[config.mk]
export PLATFORM = sky130hd
export DESIGN_NAME = rs_drive_ctrl
export DESIGN_NICKNAME = d
export VERILOG_FILES = /design/src/rtl/rs_drive_pkg.sv /design/src/rtl/rs_drive_ctrl_btn_debounce.sv /design/src/rtl/rs_drive_ctrl.sv
export SDC_FILE = /design/constraint.sdc
export NUM_CORES = 1
export LEC_CHECK = 0
export CORE_ASPECT_RATIO = 2
export CORE_UTILIZATION = 56
export CTS_CLUSTER_SIZE = 25
export DETAILED_ROUTE_END_ITERATION = 10
export PLACE_DENSITY = 0.78
export SETUP_SLACK_MARGIN = 0.15
export SYNTH_ARGS = -nofsm -noshare
export SYNTH_HDL_FRONTEND = slang
export SYNTH_SLANG_ARGS = --single-unit
[constraint.sdc]
create_clock -name clk -period 5.4 [get_ports clk]
set_clock_uncertainty 0.2 [all_clocks]
set_input_delay 1.62 -clock clk [delete_from_list [all_inputs] [get_ports clk]]
set_output_delay 1.62 -clock clk [all_outputs]
set_load 0.03 [all_outputs]
[src/rtl/rs_drive_pkg.sv]
// Shared definitions for the gated RS latch drive controller.
//   - FSM state encoding (also exported on the debug state port)
//   - default debounce / enable-pulse lengths
//   - widths of the debounce and enable counters
package rs_drive_pkg;

  localparam int DEB_CYCLES_DEF = 4;  // legal 1..255
  localparam int EN_CYCLES_DEF  = 2;  // legal 1..15

  localparam int DEB_CNT_W = 8;
  localparam int EN_CNT_W  = 4;

  typedef enum logic [2:0] {
    ST_IDLE   = 3'd0,
    ST_SETUP  = 3'd1,
    ST_ENABLE = 3'd2,
    ST_HOLD   = 3'd3,
    ST_CHECK  = 3'd4
  } state_t;

endpackage

[src/rtl/rs_drive_ctrl_btn_debounce.sv]
// btn_debounce: conditions one raw push-button.
//   clk  : clock
//   rst  : synchronous active-high reset
//   btn  : raw asynchronous, bouncing button input
//   rise : registered one-cycle pulse in the cycle the debounced level
//          becomes 1 (a falling debounced edge produces nothing)
// The button goes through a 2-flop synchronizer; the debounced level only
// follows the synchronized value after DEB_CYCLES consecutive samples that
// all differ from the current debounced level.
module btn_debounce
  import rs_drive_pkg::*;
#(
  parameter int DEB_CYCLES = DEB_CYCLES_DEF
) (
  input  logic clk,
  input  logic rst,
  input  logic btn,
  output logic rise
);

  localparam logic [DEB_CNT_W-1:0] CNT_LAST = DEB_CNT_W'(DEB_CYCLES - 1);

  logic                 sync1;
  logic                 sync2;
  logic                 level;
  logic [DEB_CNT_W-1:0] cnt;

  always_ff @(posedge clk) begin
    if (rst) begin
      sync1 <= 1'b0;
      sync2 <= 1'b0;
      level <= 1'b0;
      cnt   <= '0;
      rise  <= 1'b0;
    end else begin
      sync1 <= btn;
      sync2 <= sync1;
      rise  <= 1'b0;
      // The level is a single bit, so "differs from level" already implies
      // the samples in the run are all equal to each other.
      if (sync2 != level) begin
        if (cnt == CNT_LAST) begin
          level <= sync2;
          cnt   <= '0;
          rise  <= sync2;
        end else begin
          cnt <= cnt + 1'b1;
        end
      end else begin
        cnt <= '0;
      end
    end
  end

endmodule

[src/rtl/rs_drive_ctrl.sv]
// rs_drive_ctrl: drives S/R/E of a gated RS latch from two push-buttons
// and verifies the result through the latch Q readback.
//   clk, rst        : clock, synchronous active-high reset
//   set_btn         : raw set button      -> write 1 into the latch
//   reset_btn       : raw reset button    -> write 0 into the latch
//   latch_q         : latch Q readback, checked once per write
//   s_out/r_out     : data drive, never both 1
//   e_out           : gate drive, EN_CYCLES clocks wide
//   busy            : write sequence in progress (state != IDLE)
//   conflict        : pulse, set and reset requested in the same cycle
//   drop            : pulse, single request discarded because busy
//   err             : sticky readback failure, cleared only by rst
//   state_dbg       : current FSM state
// Requests are one-cycle pulses with no back-pressure: a request is either
// accepted in IDLE or discarded (drop/conflict); nothing is ever queued.
// Write sequence: SETUP(1) -> ENABLE(EN_CYCLES) -> HOLD(1) -> CHECK(1).
// All outputs are registered and updated together with the state.
module rs_drive_ctrl
  import rs_drive_pkg::*;
#(
  parameter int DEB_CYCLES = DEB_CYCLES_DEF,
  parameter int EN_CYCLES  = EN_CYCLES_DEF
) (
  input  logic       clk,
  input  logic       rst,
  input  logic       set_btn,
  input  logic       reset_btn,
  input  logic       latch_q,
  output logic       s_out,
  output logic       r_out,
  output logic       e_out,
  output logic       busy,
  output logic       conflict,
  output logic       drop,
  output logic       err,
  output logic [2:0] state_dbg
);

  localparam logic [EN_CNT_W-1:0] EN_LAST = EN_CNT_W'(EN_CYCLES - 1);

  logic                set_req;
  logic                reset_req;
  logic                single_req;
  logic                pair_req;
  state_t              state;
  logic                tgt;
  logic [EN_CNT_W-1:0] en_cnt;

  btn_debounce #(.DEB_CYCLES(DEB_CYCLES)) u_set_deb (
    .clk  (clk),
    .rst  (rst),
    .btn  (set_btn),
    .rise (set_req)
  );

  btn_debounce #(.DEB_CYCLES(DEB_CYCLES)) u_reset_deb (
    .clk  (clk),
    .rst  (rst),
    .btn  (reset_btn),
    .rise (reset_req)
  );

  assign single_req = set_req ^ reset_req;
  assign pair_req   = set_req & reset_req;
  assign state_dbg  = state;

  always_ff @(posedge clk) begin
    if (rst) begin
      state    <= ST_IDLE;
      tgt      <= 1'b0;
      en_cnt   <= '0;
      s_out    <= 1'b0;
      r_out    <= 1'b0;
      e_out    <= 1'b0;
      busy     <= 1'b0;
      conflict <= 1'b0;
      drop     <= 1'b0;
      err      <= 1'b0;
    end else begin
      // A conflicting pair only ever reports conflict, even while busy.
      conflict <= pair_req;
      drop     <= single_req && (state != ST_IDLE);
      case (state)
        ST_IDLE: begin
          if (single_req) begin
            tgt   <= set_req;
            s_out <= set_req;
            r_out <= reset_req;
            e_out <= 1'b0;
            busy  <= 1'b1;
            state <= ST_SETUP;
          end
        end
        ST_SETUP: begin
          e_out  <= 1'b1;
          en_cnt <= '0;
          state  <= ST_ENABLE;
        end
        ST_ENABLE: begin
          if (en_cnt == EN_LAST) begin
            e_out <= 1'b0;
            state <= ST_HOLD;
          end else begin
            en_cnt <= en_cnt + 1'b1;
          end
        end
        ST_HOLD: begin
          // Gate already closed; releasing data one clock later keeps
          // S/R stable past the falling edge of E.
          s_out <= 1'b0;
          r_out <= 1'b0;
          state <= ST_CHECK;
        end
        ST_CHECK: begin
          if (latch_q != tgt) err <= 1'b1;
          busy  <= 1'b0;
          state <= ST_IDLE;
        end
        default: begin
          s_out <= 1'b0;
          r_out <= 1'b0;
          e_out <= 1'b0;
          busy  <= 1'b0;
          state <= ST_IDLE;
        end
      endcase
    end
  end

endmodule

==> metrics.csv <==
metric,value,unit
vias_per_cell,5.91,
place_hpwl,2.30,mm
holdPathEnd,u_reset_deb.cnt[0]$_SDFF_PP0_,
max_freq,290,MHz
p_leak,0.671,nW
syn_nets,189,
drv_cap,0,
min_path_cells,1,
vdd_drop_max,0.416,mV
grt_pass1_vias,1238,
wirelength,3.07,mm
drive_gt1_frac,0.0564,
slowest_stage,clkdlybuf4s50_1,
crit_chain,clkdlybuf4s50_1,
routabilityCongestion,0.793,
yosysMostFrequentCell,dfxtp_1,
grt_overflow_total,0,
drt-wirelength-per-cell,13.7,um
drtPass1Iterations,4,
crit_family,buffers and inverters,
detail-route-antenna-nets,0,
finalHoldViolCount,0,
synth_ff_type,dfxtp_1,
yosysTopAreaCellShare,0.475,
r2r_cells,3,
start_util,0.593,
rsz0062_at_grt,false,
die_w,40.3,um
clk_latency,0.29,ns
nFillCells,225,
ys_warn_count,0,
rr_endpoint,en_cnt[2]$_SDFFE_PP0P_,
core_region_area,0.00277,mm^2
status,"finished, final reports clean",
cts_resized,0,
multi_input_comb_area,805,um^2
postCtsHoldBufs,0,
synth_area,0.00164,mm^2
grt_pass1_wl,4.93,mm
synth-seq-cells,39,
antenna_cells,0,
critPathRequiredTime,3.58,ns
synth_common_cells,"39 x dfxtp_1, 14 x a21oi_1, 14 x nor2_1, 11 x nand3_1",
cp-end-kind,primary output,
htree_levels,2,
period_minus_slack,3.45,ns
port_buffers,14,
synth_cells,179,
hp-start,u_reset_deb.cnt[0]$_SDFF_PP0_,
clk_pin_slew,0.07,ns
max_slew_margin,0.514,
synth_edf_count,0,
yosysSeqAreaShare,0.475,
drt_iter0_markers,25,
drc_errors,0,
path_buf_inv,1,
cp-start-kind,flop,
placement_rows,27,
crit_path_start,state_dbg[2]$_SDFFE_PP0P_,
r2r-start,state_dbg[1]$_SDFFE_PP0P_,
arrival,1.63,ns
cts_root_buffer,clkbuf_8,
netlist-cell-type-count,37,
post_cts_buffers,0,
regArea,781,um^2
syn_to_final_growth,17.3,%
num_vias,1323,
finalSetupTns,0,ns
report.final.slew_viol_count,0,
period_share,0.639,
grt_start_max_net_pins,22,
worstMarginPinSlew,0.727,ns
holdWs,0.254,ns
nets,204,
cts_tree,built,
die_area,0.00317,mm^2
critical_path_class,reg -> out,
async_flop_share,0,
synthTopCellsByArea,"dfxtp_1 47%, a21oi_1 4.3%, ha_1 3.8%",
cts_made_buffers,5,
setup_violations,0,
antenna_found_initial,0,
path_max_fanout,15,
hp-class,reg -> reg,
grtUsageTotal,0.221,
synth.avg_cell_area,9.18,um^2
die_h,78.6,um
rrSetupSlack,3.50,ns
boundaryPins,15,
synth_top_area_cell,dfxtp_1,
cts_max_path_buffers,2,
powerDensity,302,mW/mm^2
power,0.000583,W
slowest_delay,0.75,ns
cts_sinks,39,
## final cells by class
cell class	instances	area share
flip-flops and latches	39	0.405
well taps	29	0.0188
repair buffers	14	0.0727
inverters	9	0.0175
clock buffers	6	0.0376
clock inverters	2	0.0311
multi-input cells	125	0.417
## cells by family (layout without fill, tap and decap cells)
| family | after synthesis | after routing | share of synthesized area |
|---|---|---|---|
| xor+xnor | 9 | 9 | 0.0479 |
| flops | 39 | 39 | 0.475 |
| simple gates | 69 | 69 | 0.232 |
| mux | 1 | 1 | 0.00609 |
| fa+ha+maj | 5 | 5 | 0.0381 |
| buf+inv | 15 | 31 | 0.0358 |
| compound gates | 41 | 41 | 0.165 |
## routing by layer
layer,global-route usage,wire length (um),vias to the layer above
li1,-,-,669
met1,0.203,1160,624
met2,0.405,1760,23
met3,0.0678,87,7
met4,0.0900,70,0
met5,0,0,-
## per-stage QoR
| stage | cells | utilization | setup slack [ns] | area, um^2 |
|---|---|---|---|---|
| 2_1_floorplan | 179 | - | 2.84 | 1640 |
| 3_3_place_gp | 216 | 0.648 | 1.94 | 1800 |
| 3_5_place_dp | 216 | 0.648 | 1.91 | 1800 |
| 4_1_cts | 224 | 0.696 | 1.95 | 1930 |
| 5_1_grt | 224 | 0.696 | 1.87 | 1930 |
| 6_report | 224 | 0.696 | 1.95 | 1930 |
## power breakdown
part / internal [W] / switching [W] / leakage, nW / total (W)
clock network: 0.000185 / 0.0000971 / 0.0654 / 0.000282
registers: 0.000289 / 0.00000107 / 0.315 / 0.000290
logic: 0.00000487 / 0.00000592 / 0.290 / 0.0000108
total: 0.000479 / 0.000104 / 0.671 / 0.000583
## state kept, by name (all words and copies together), names as in the netlist, 3 cells and up
name / flops
u_set_deb.cnt: 8
en_cnt: 4
u_reset_deb.cnt: 8
state_dbg: 3
## cell usage in the layout (no fill, tap or decap), types with 3 or more instances in the layout
master,instances
a21oi_1,14
clkbuf_8,5
clkdlybuf4s50_1,14
dfxtp_1,39
ha_1,5
inv_1,9
nand2_1,9
nand3_1,11
nor2_1,14
nor2b_1,5
nor3_1,5
o211ai_1,6
o21ai_0,8
or3_1,9
or4b_1,3
xor2_1,7
## worst max-delay path by stage
stage                                        to  slack (ns)  cells after the start
finish                             state_dbg[2]        1.95                      1
global route                       state_dbg[2]        1.87                      1
CTS                                state_dbg[2]        1.95                      1
detailed placement  u_set_deb.cnt[2]$_SDFF_PP0_        1.91                      4
global placement    u_set_deb.cnt[2]$_SDFF_PP0_        1.94                      4
floorplan             state_dbg[1]$_SDFFE_PP0P_        2.84                      3
Note: power is estimated with default switching activity, not from simulation.
